File: src/rtl/shot_controller.sv
// Fire-request sequencer for one 10x10 board: validates shots, drives shot/sunk pulses, scores hits.
// Latency: result 2 cycles after accept (INVALID/REPEAT), 3 (MISS/HIT), 4 (SUNK); ready low while busy.
module shot_controller #(
   parameter int NUM_SHIPS = 5,
   parameter int ID_W      = 3,
   parameter int LEN_W     = 3
) (
   input  logic                       clk,
   input  logic                       reset_n,
   input  logic                       map_load,
   input  logic [100*ID_W-1:0]        ship_id_flat,
   input  logic [NUM_SHIPS*LEN_W-1:0] ship_len_flat,
   input  logic                       fire_valid,
   output logic                       fire_ready,
   input  logic [3:0]                 fire_row,
   input  logic [3:0]                 fire_col,
   output logic [99:0]                shot,
   output logic [99:0]                is_ship,
   output logic [99:0]                ship_sunk,
   output logic                       result_valid,
   output logic [2:0]                 result,
   output logic [ID_W-1:0]            result_ship,
   output logic                       game_over
);

   typedef enum logic [2:0] {S_IDLE, S_CHECK, S_SHOOT, S_SINK, S_RESP} state_t;

   localparam logic [2:0] RES_MISS    = 3'd0;
   localparam logic [2:0] RES_HIT     = 3'd1;
   localparam logic [2:0] RES_SUNK    = 3'd2;
   localparam logic [2:0] RES_REPEAT  = 3'd3;
   localparam logic [2:0] RES_INVALID = 3'd4;

   state_t                       r_state, w_state_nxt;
   logic [100*ID_W-1:0]          r_id_flat;
   logic [NUM_SHIPS*LEN_W-1:0]   r_len_flat;
   logic [LEN_W-1:0]             r_cnt [NUM_SHIPS];
   logic [99:0]                  r_fired;
   logic [3:0]                   r_row, r_col;
   logic [2:0]                   r_result, w_res_nxt;
   logic [ID_W-1:0]              r_ship, w_ship_nxt;
   logic                         r_game_over;

   logic [7:0]                   w_idx;
   logic                         w_in_grid;
   logic [ID_W-1:0]              w_cur_id;
   logic [LEN_W-1:0]             w_cur_len, w_cur_cnt;
   logic                         w_sink_hit;
   logic                         w_game_done;
   logic [11:0]                  w_match [12];
   logic [99:0]                  w_sunk_mask;

   assign w_idx      = 8'(r_row) * 8'd10 + 8'(r_col);
   assign w_in_grid  = (r_row <= 4'd9) && (r_col <= 4'd9);
   assign w_cur_id   = r_id_flat[w_idx*ID_W +: ID_W];
   assign w_sink_hit = ({1'b0, w_cur_cnt} + 1'b1) == {1'b0, w_cur_len};

   always_comb begin
      w_cur_len = '0;
      w_cur_cnt = '0;
      for (int k = 0; k < NUM_SHIPS; k++) begin
         if (w_cur_id == ID_W'(k + 1)) begin
            w_cur_len = r_len_flat[k*LEN_W +: LEN_W];
            w_cur_cnt = r_cnt[k];
         end
      end
   end

   // An empty map never ends the game; at least one ship must be present.
   always_comb begin
      logic any_present, all_sunk;
      any_present = 1'b0;
      all_sunk    = 1'b1;
      for (int k = 0; k < NUM_SHIPS; k++) begin
         if (r_len_flat[k*LEN_W +: LEN_W] != '0) begin
            any_present = 1'b1;
            if (r_cnt[k] != r_len_flat[k*LEN_W +: LEN_W]) all_sunk = 1'b0;
         end
      end
      w_game_done = any_present && all_sunk;
   end

   // Zero border around the match grid clips the 3x3 dilation at the board edges.
   always_comb begin
      for (int r = 0; r < 12; r++) w_match[r] = '0;
      for (int r = 0; r < 10; r++)
         for (int c = 0; c < 10; c++)
            w_match[r+1][c+1] = (r_id_flat[(r*10+c)*ID_W +: ID_W] == r_ship);
   end

   always_comb begin
      w_sunk_mask = '0;
      for (int r = 0; r < 10; r++)
         for (int c = 0; c < 10; c++)
            w_sunk_mask[r*10+c] = |{w_match[r][c +: 3], w_match[r+1][c +: 3], w_match[r+2][c +: 3]};
   end

   always_ff @(posedge clk or negedge reset_n) begin
      if (!reset_n) r_state <= S_IDLE;
      else          r_state <= w_state_nxt;
   end

   always_comb begin
      w_state_nxt = r_state;
      w_res_nxt   = r_result;
      w_ship_nxt  = r_ship;
      case (r_state)
         S_IDLE: begin
            if (!map_load && fire_valid && !r_game_over) w_state_nxt = S_CHECK;
         end
         S_CHECK: begin
            if (!w_in_grid) begin
               w_res_nxt = RES_INVALID; w_ship_nxt = '0; w_state_nxt = S_RESP;
            end else if (r_fired[w_idx]) begin
               w_res_nxt = RES_REPEAT;  w_ship_nxt = '0; w_state_nxt = S_RESP;
            end else begin
               w_state_nxt = S_SHOOT;
            end
         end
         S_SHOOT: begin
            if (w_cur_id == '0) begin
               w_res_nxt = RES_MISS; w_ship_nxt = '0; w_state_nxt = S_RESP;
            end else if (w_sink_hit) begin
               w_res_nxt = RES_SUNK; w_ship_nxt = w_cur_id; w_state_nxt = S_SINK;
            end else begin
               w_res_nxt = RES_HIT;  w_ship_nxt = w_cur_id; w_state_nxt = S_RESP;
            end
         end
         S_SINK:  w_state_nxt = S_RESP;
         S_RESP:  w_state_nxt = S_IDLE;
         default: w_state_nxt = S_IDLE;
      endcase
   end

   always_ff @(posedge clk or negedge reset_n) begin
      if (!reset_n) begin
         r_id_flat   <= '0;
         r_len_flat  <= '0;
         for (int k = 0; k < NUM_SHIPS; k++) r_cnt[k] <= '0;
         r_fired     <= '0;
         r_row       <= '0;
         r_col       <= '0;
         r_result    <= '0;
         r_ship      <= '0;
         r_game_over <= 1'b0;
      end else begin
         r_result <= w_res_nxt;
         r_ship   <= w_ship_nxt;
         case (r_state)
            S_IDLE: begin
               if (map_load) begin
                  r_id_flat   <= ship_id_flat;
                  r_len_flat  <= ship_len_flat;
                  for (int k = 0; k < NUM_SHIPS; k++) r_cnt[k] <= '0;
                  r_fired     <= '0;
                  r_game_over <= 1'b0;
               end else if (fire_valid && !r_game_over) begin
                  r_row <= fire_row;
                  r_col <= fire_col;
               end
            end
            S_SHOOT: begin
               r_fired[w_idx] <= 1'b1;
               for (int k = 0; k < NUM_SHIPS; k++)
                  if (w_cur_id == ID_W'(k + 1) && r_cnt[k] < w_cur_len)
                     r_cnt[k] <= r_cnt[k] + 1'b1;
            end
            S_RESP: begin
               if (w_game_done) r_game_over <= 1'b1;
            end
            default: ;
         endcase
      end
   end

   always_comb begin
      is_ship = '0;
      for (int i = 0; i < 100; i++) is_ship[i] = |r_id_flat[i*ID_W +: ID_W];
   end

   assign fire_ready   = (r_state == S_IDLE) && !r_game_over;
   assign shot         = (r_state == S_SHOOT) ? ({{99{1'b0}}, 1'b1} << w_idx) : '0;
   assign ship_sunk    = (r_state == S_SINK) ? w_sunk_mask : '0;
   assign result_valid = (r_state == S_RESP);
   assign result       = r_result;
   assign result_ship  = r_ship;
   assign game_over    = r_game_over;

endmodule

File: config.mk
export PLATFORM = sky130hd
export DESIGN_NAME = shot_controller
export DESIGN_NICKNAME = d
export VERILOG_FILES = /design/src/rtl/shot_controller.sv
export SDC_FILE = /design/constraint.sdc
export NUM_CORES = 1
export LEC_CHECK = 0
export CAP_MARGIN = 20
export CORE_MARGIN = 2
export CORE_UTILIZATION = 42
export CTS_CLUSTER_SIZE = 24
export DETAILED_ROUTE_END_ITERATION = 10
export PLACE_DENSITY = 0.74
export SYNTH_ARGS = -nofsm -noshare
export SYNTH_HDL_FRONTEND = slang
export SYNTH_SLANG_ARGS = --single-unit
File: constraint.sdc
create_clock -name clk -period 5.11 [get_ports clk]
set_input_delay 0.7665 -clock clk [delete_from_list [all_inputs] [get_ports clk]]
set_output_delay 0.7665 -clock clk [all_outputs]
set_load 0.01 [all_outputs]
==> metrics, run 1 <==
WL/cell 25.24 µm; Arrival @ worst endpoint 4.18 ns; clk_lat worst skew 0.62 ns; Final Hold Vio Count 0; CP cell instances ha_1 -> ha_2 -> fa_2 -> buf_4 -> nand3_1 -> xnor2_1 -> buf_4 -> nor3_1 -> buf_4 -> nand2_2 -> nor2_1 -> clkdlybuf4s50_1; max-slew violations 0; RSZ-0062 raised after global routing yes; routability cong. 0.9946; CP peak stage delay 0.59 ns; main flop type after synthesis dfrtp_1; Max Cap Violations 0; boundary pin count 636; I/O Buffers roughly 640; Reg clk slew, reported paths 0.06 ns; Achievable Freq 202.2 MHz; fillers 5657; CP Capture Type output pin; Setup Skew 0.03237 ns; CORE AREA 64460 µm²; kind of critical path register to output pin; layout cells sized above 1 10.95%; row count 93; Die Y-Extent ~260 µm; DP Wirelength 89.80 mm; Root Driver clkbuf_16; critical path's slowest cell clkdlybuf4s50_1; worst-path maximum fanout 11; Mapped Nets 3455; H-Tree Depth 2; status completed; CTS buffer count 50; sequential cell area fraction in the yosys report 40.95%; Hold WC Path Type primary input to asynchronous set/reset pin; Rel. slew slack 26.67%; residual DRC count 0; largest net degree at the start of global routing ~140; GRT Residual Overflow 0; synthesized area per cell 8.823 µm²; #FFs+latches synth 448; Worst setup SP type register; Final Setup Violations 0; multi-input logic area 15530 µm²; Via density 5.782; drt pass-1 iters 6; CTS tree done; Synth Warn # 0; number of distinct library cells after synthesis 84; fin crit period slightly below 5 ns; Starting Density a little over two fifths; Die Wd 259.3 µm; fin crit share between 90 and 100%; most frequent CP cell buf_4; Synth Cell Area around 27000 µm²; Reg2Reg Depth 17; Post-synth ARST share 100.0%; first-pass GRT wire length 169.5 mm; via count approximately 27000; Area growth syn-to-layout 35.33%; sequential cell area approximately 11000 µm²; CP Data Required Time between 4 and 5 ns; Die Area 67240 µm²; Post-synth EDFFs 0; Cells after Synth roughly 3100; Initial DRC Count 2967; Routed Antenna Nets 0; GRT Overall Usage 33.90%; Longest Clk Path Bufs 3; nets 4060; vias in the first global route around 26000; DRT Wirelength 116.2 mm; Hold WS 0.2373 ns; initial antenna violation count 10; Worst-Margin Slew 1.092 ns; # clock sinks roughly 450
-- per-layer routing --
metal	part of all wire (%)	track usage [%]
met1	40	45.63
met2	46	52.81
met3	10	8.485
met4	4.1	12.85
met5	0.077	0
-- stage by stage --
step | util [%] | instances | setup TNS (ns) | setup slack, ns | area (µm²)
2_1_floorplan | - | 3103 | 0 | 0.4857 | 27380
3_3_place_gp | 54.39 | 4510 | 0 | 0.1650 | 35060
3_5_place_dp | 54.39 | 4510 | 0 | 0.1186 | 35060
4_1_cts | 57.09 | 4600 | -0.3754 | -0.06216 | 36810
5_1_grt | 57.47 | 4601 | -0.3296 | -0.05611 | 37050
6_report | 57.47 | 4603 | 0 | 0.1647 | 37050
-- logic make-up after synthesis --
| kind of cell | count (synthesis) | synth area share [%] |
|---|---|---|
| adder cells (fa/ha/maj) | 25 | 1.197 |
| buffers and inverters | 223 | 3.428 |
| XOR/XNOR | 319 | 10.23 |
| AO/OA/AOI/OAI | 360 | 9.168 |
| flip-flops | 448 | 40.95 |
| multiplexers | 146 | 10.31 |
| AND/OR/NAND/NOR | 1582 | 24.72 |
-- worst max-delay path, delay by kind of cell (launching register included) --
| kind | cells | cell delay [ns] |
|---|---|---|
| simple gates | 4 | 0.70 |
| xor+xnor | 1 | 0.15 |
| flops | 1 | 0.45 |
| fa+ha+maj | 3 | 1.10 |
| buf+inv | 4 | 1.15 |
-- cell type report --
type                            instances  share of cell area (%)
Timing Repair Buffer                  743                   19.91
Tap cell                              855                   2.887
Clock buffer                           72                   3.900
Clock inverter                         18                  0.7328
Multi-Input combinational cell       2432                   41.92
Inverter                               33                  0.3343
Antenna cell                            2                 0.01351
Sequential cell                       448                   30.30
-- layout by cell type (no fill, tap or decap), types with 68 or more instances in the layout --
cell type,count
nor2_1,156
nor3_1,68
dfrtp_1,444
a21o_1,101
buf_4,91
xnor2_1,148
xor2_1,166
mux4_2,107
or3_1,105
nand2_1,1004
a31oi_1,75
nand3_1,83
clkdlybuf4s50_1,633
-- path summary, 6_finish.rpt --
kind / start / endpoint / slack (ns)
worst min register to register: r_fired[67] / r_fired[67] / 0.48
max in group asynchronous: reset_n / r_id_flat[89] / 3.70
worst max register to register: r_row[1] / r_cnt[5] / 0.26
worst max-delay path: r_row[1] / shot[83] / 0.16
worst min-delay path: reset_n / r_id_flat[191] / 0.24
min in group clk: r_fired[67] / r_fired[67] / 0.48
-- cell usage after synthesis (75+ instances only) --
| master | n | area [µm²] |
|---|---|---|
| clkbuf_1 | 141 | 529.3 |
| nand2_1 | 1019 | 3825 |
| xnor2_1 | 150 | 1314 |
| nor3_1 | 75 | 375.4 |
| nand3_1 | 84 | 420.4 |
| a31oi_1 | 75 | 469.2 |
| dfrtp_1 | 448 | 11210 |
| or3_1 | 105 | 656.9 |
| mux4_2 | 107 | 2410 |
| nor2_1 | 186 | 698.2 |
| xor2_1 | 168 | 1471 |
| a21o_1 | 101 | 758.2 |
-- sequential cells by signal, indices dropped and copies added, names as in the netlist --
signal,flops
r_row,4
game_over,1
r_fired,100
r_state,3
result_ship,3
result,3
r_id_flat,300
r_col,4
r_len_flat,15
r_cnt,15
-- what timing repair did --
item | CTS | global route
hold buffers | 0 | 0
setup endpoints to repair | 57 | 116
buffers inserted | 0 | 1
resized for setup | 9 | 66
Power of run 1 is left out: the tool's default activity adds up to more than one toggle a clock period on the data nets, which glitch-free logic cannot reach.
==> inputs of run 2 (changes only) <==
--- a/config.mk
+++ b/config.mk
@@ -5,6 +5,7 @@
 export SDC_FILE = /design/constraint.sdc
 export NUM_CORES = 1
 export LEC_CHECK = 0
+export ABC_AREA = 0
 export CAP_MARGIN = 20
 export CORE_MARGIN = 2
 export CORE_UTILIZATION = 42
==> results of run 2 <==
Final layout, timing and power as in run 1 (identical DEF).
Power of run 2 is left out for the same reason.
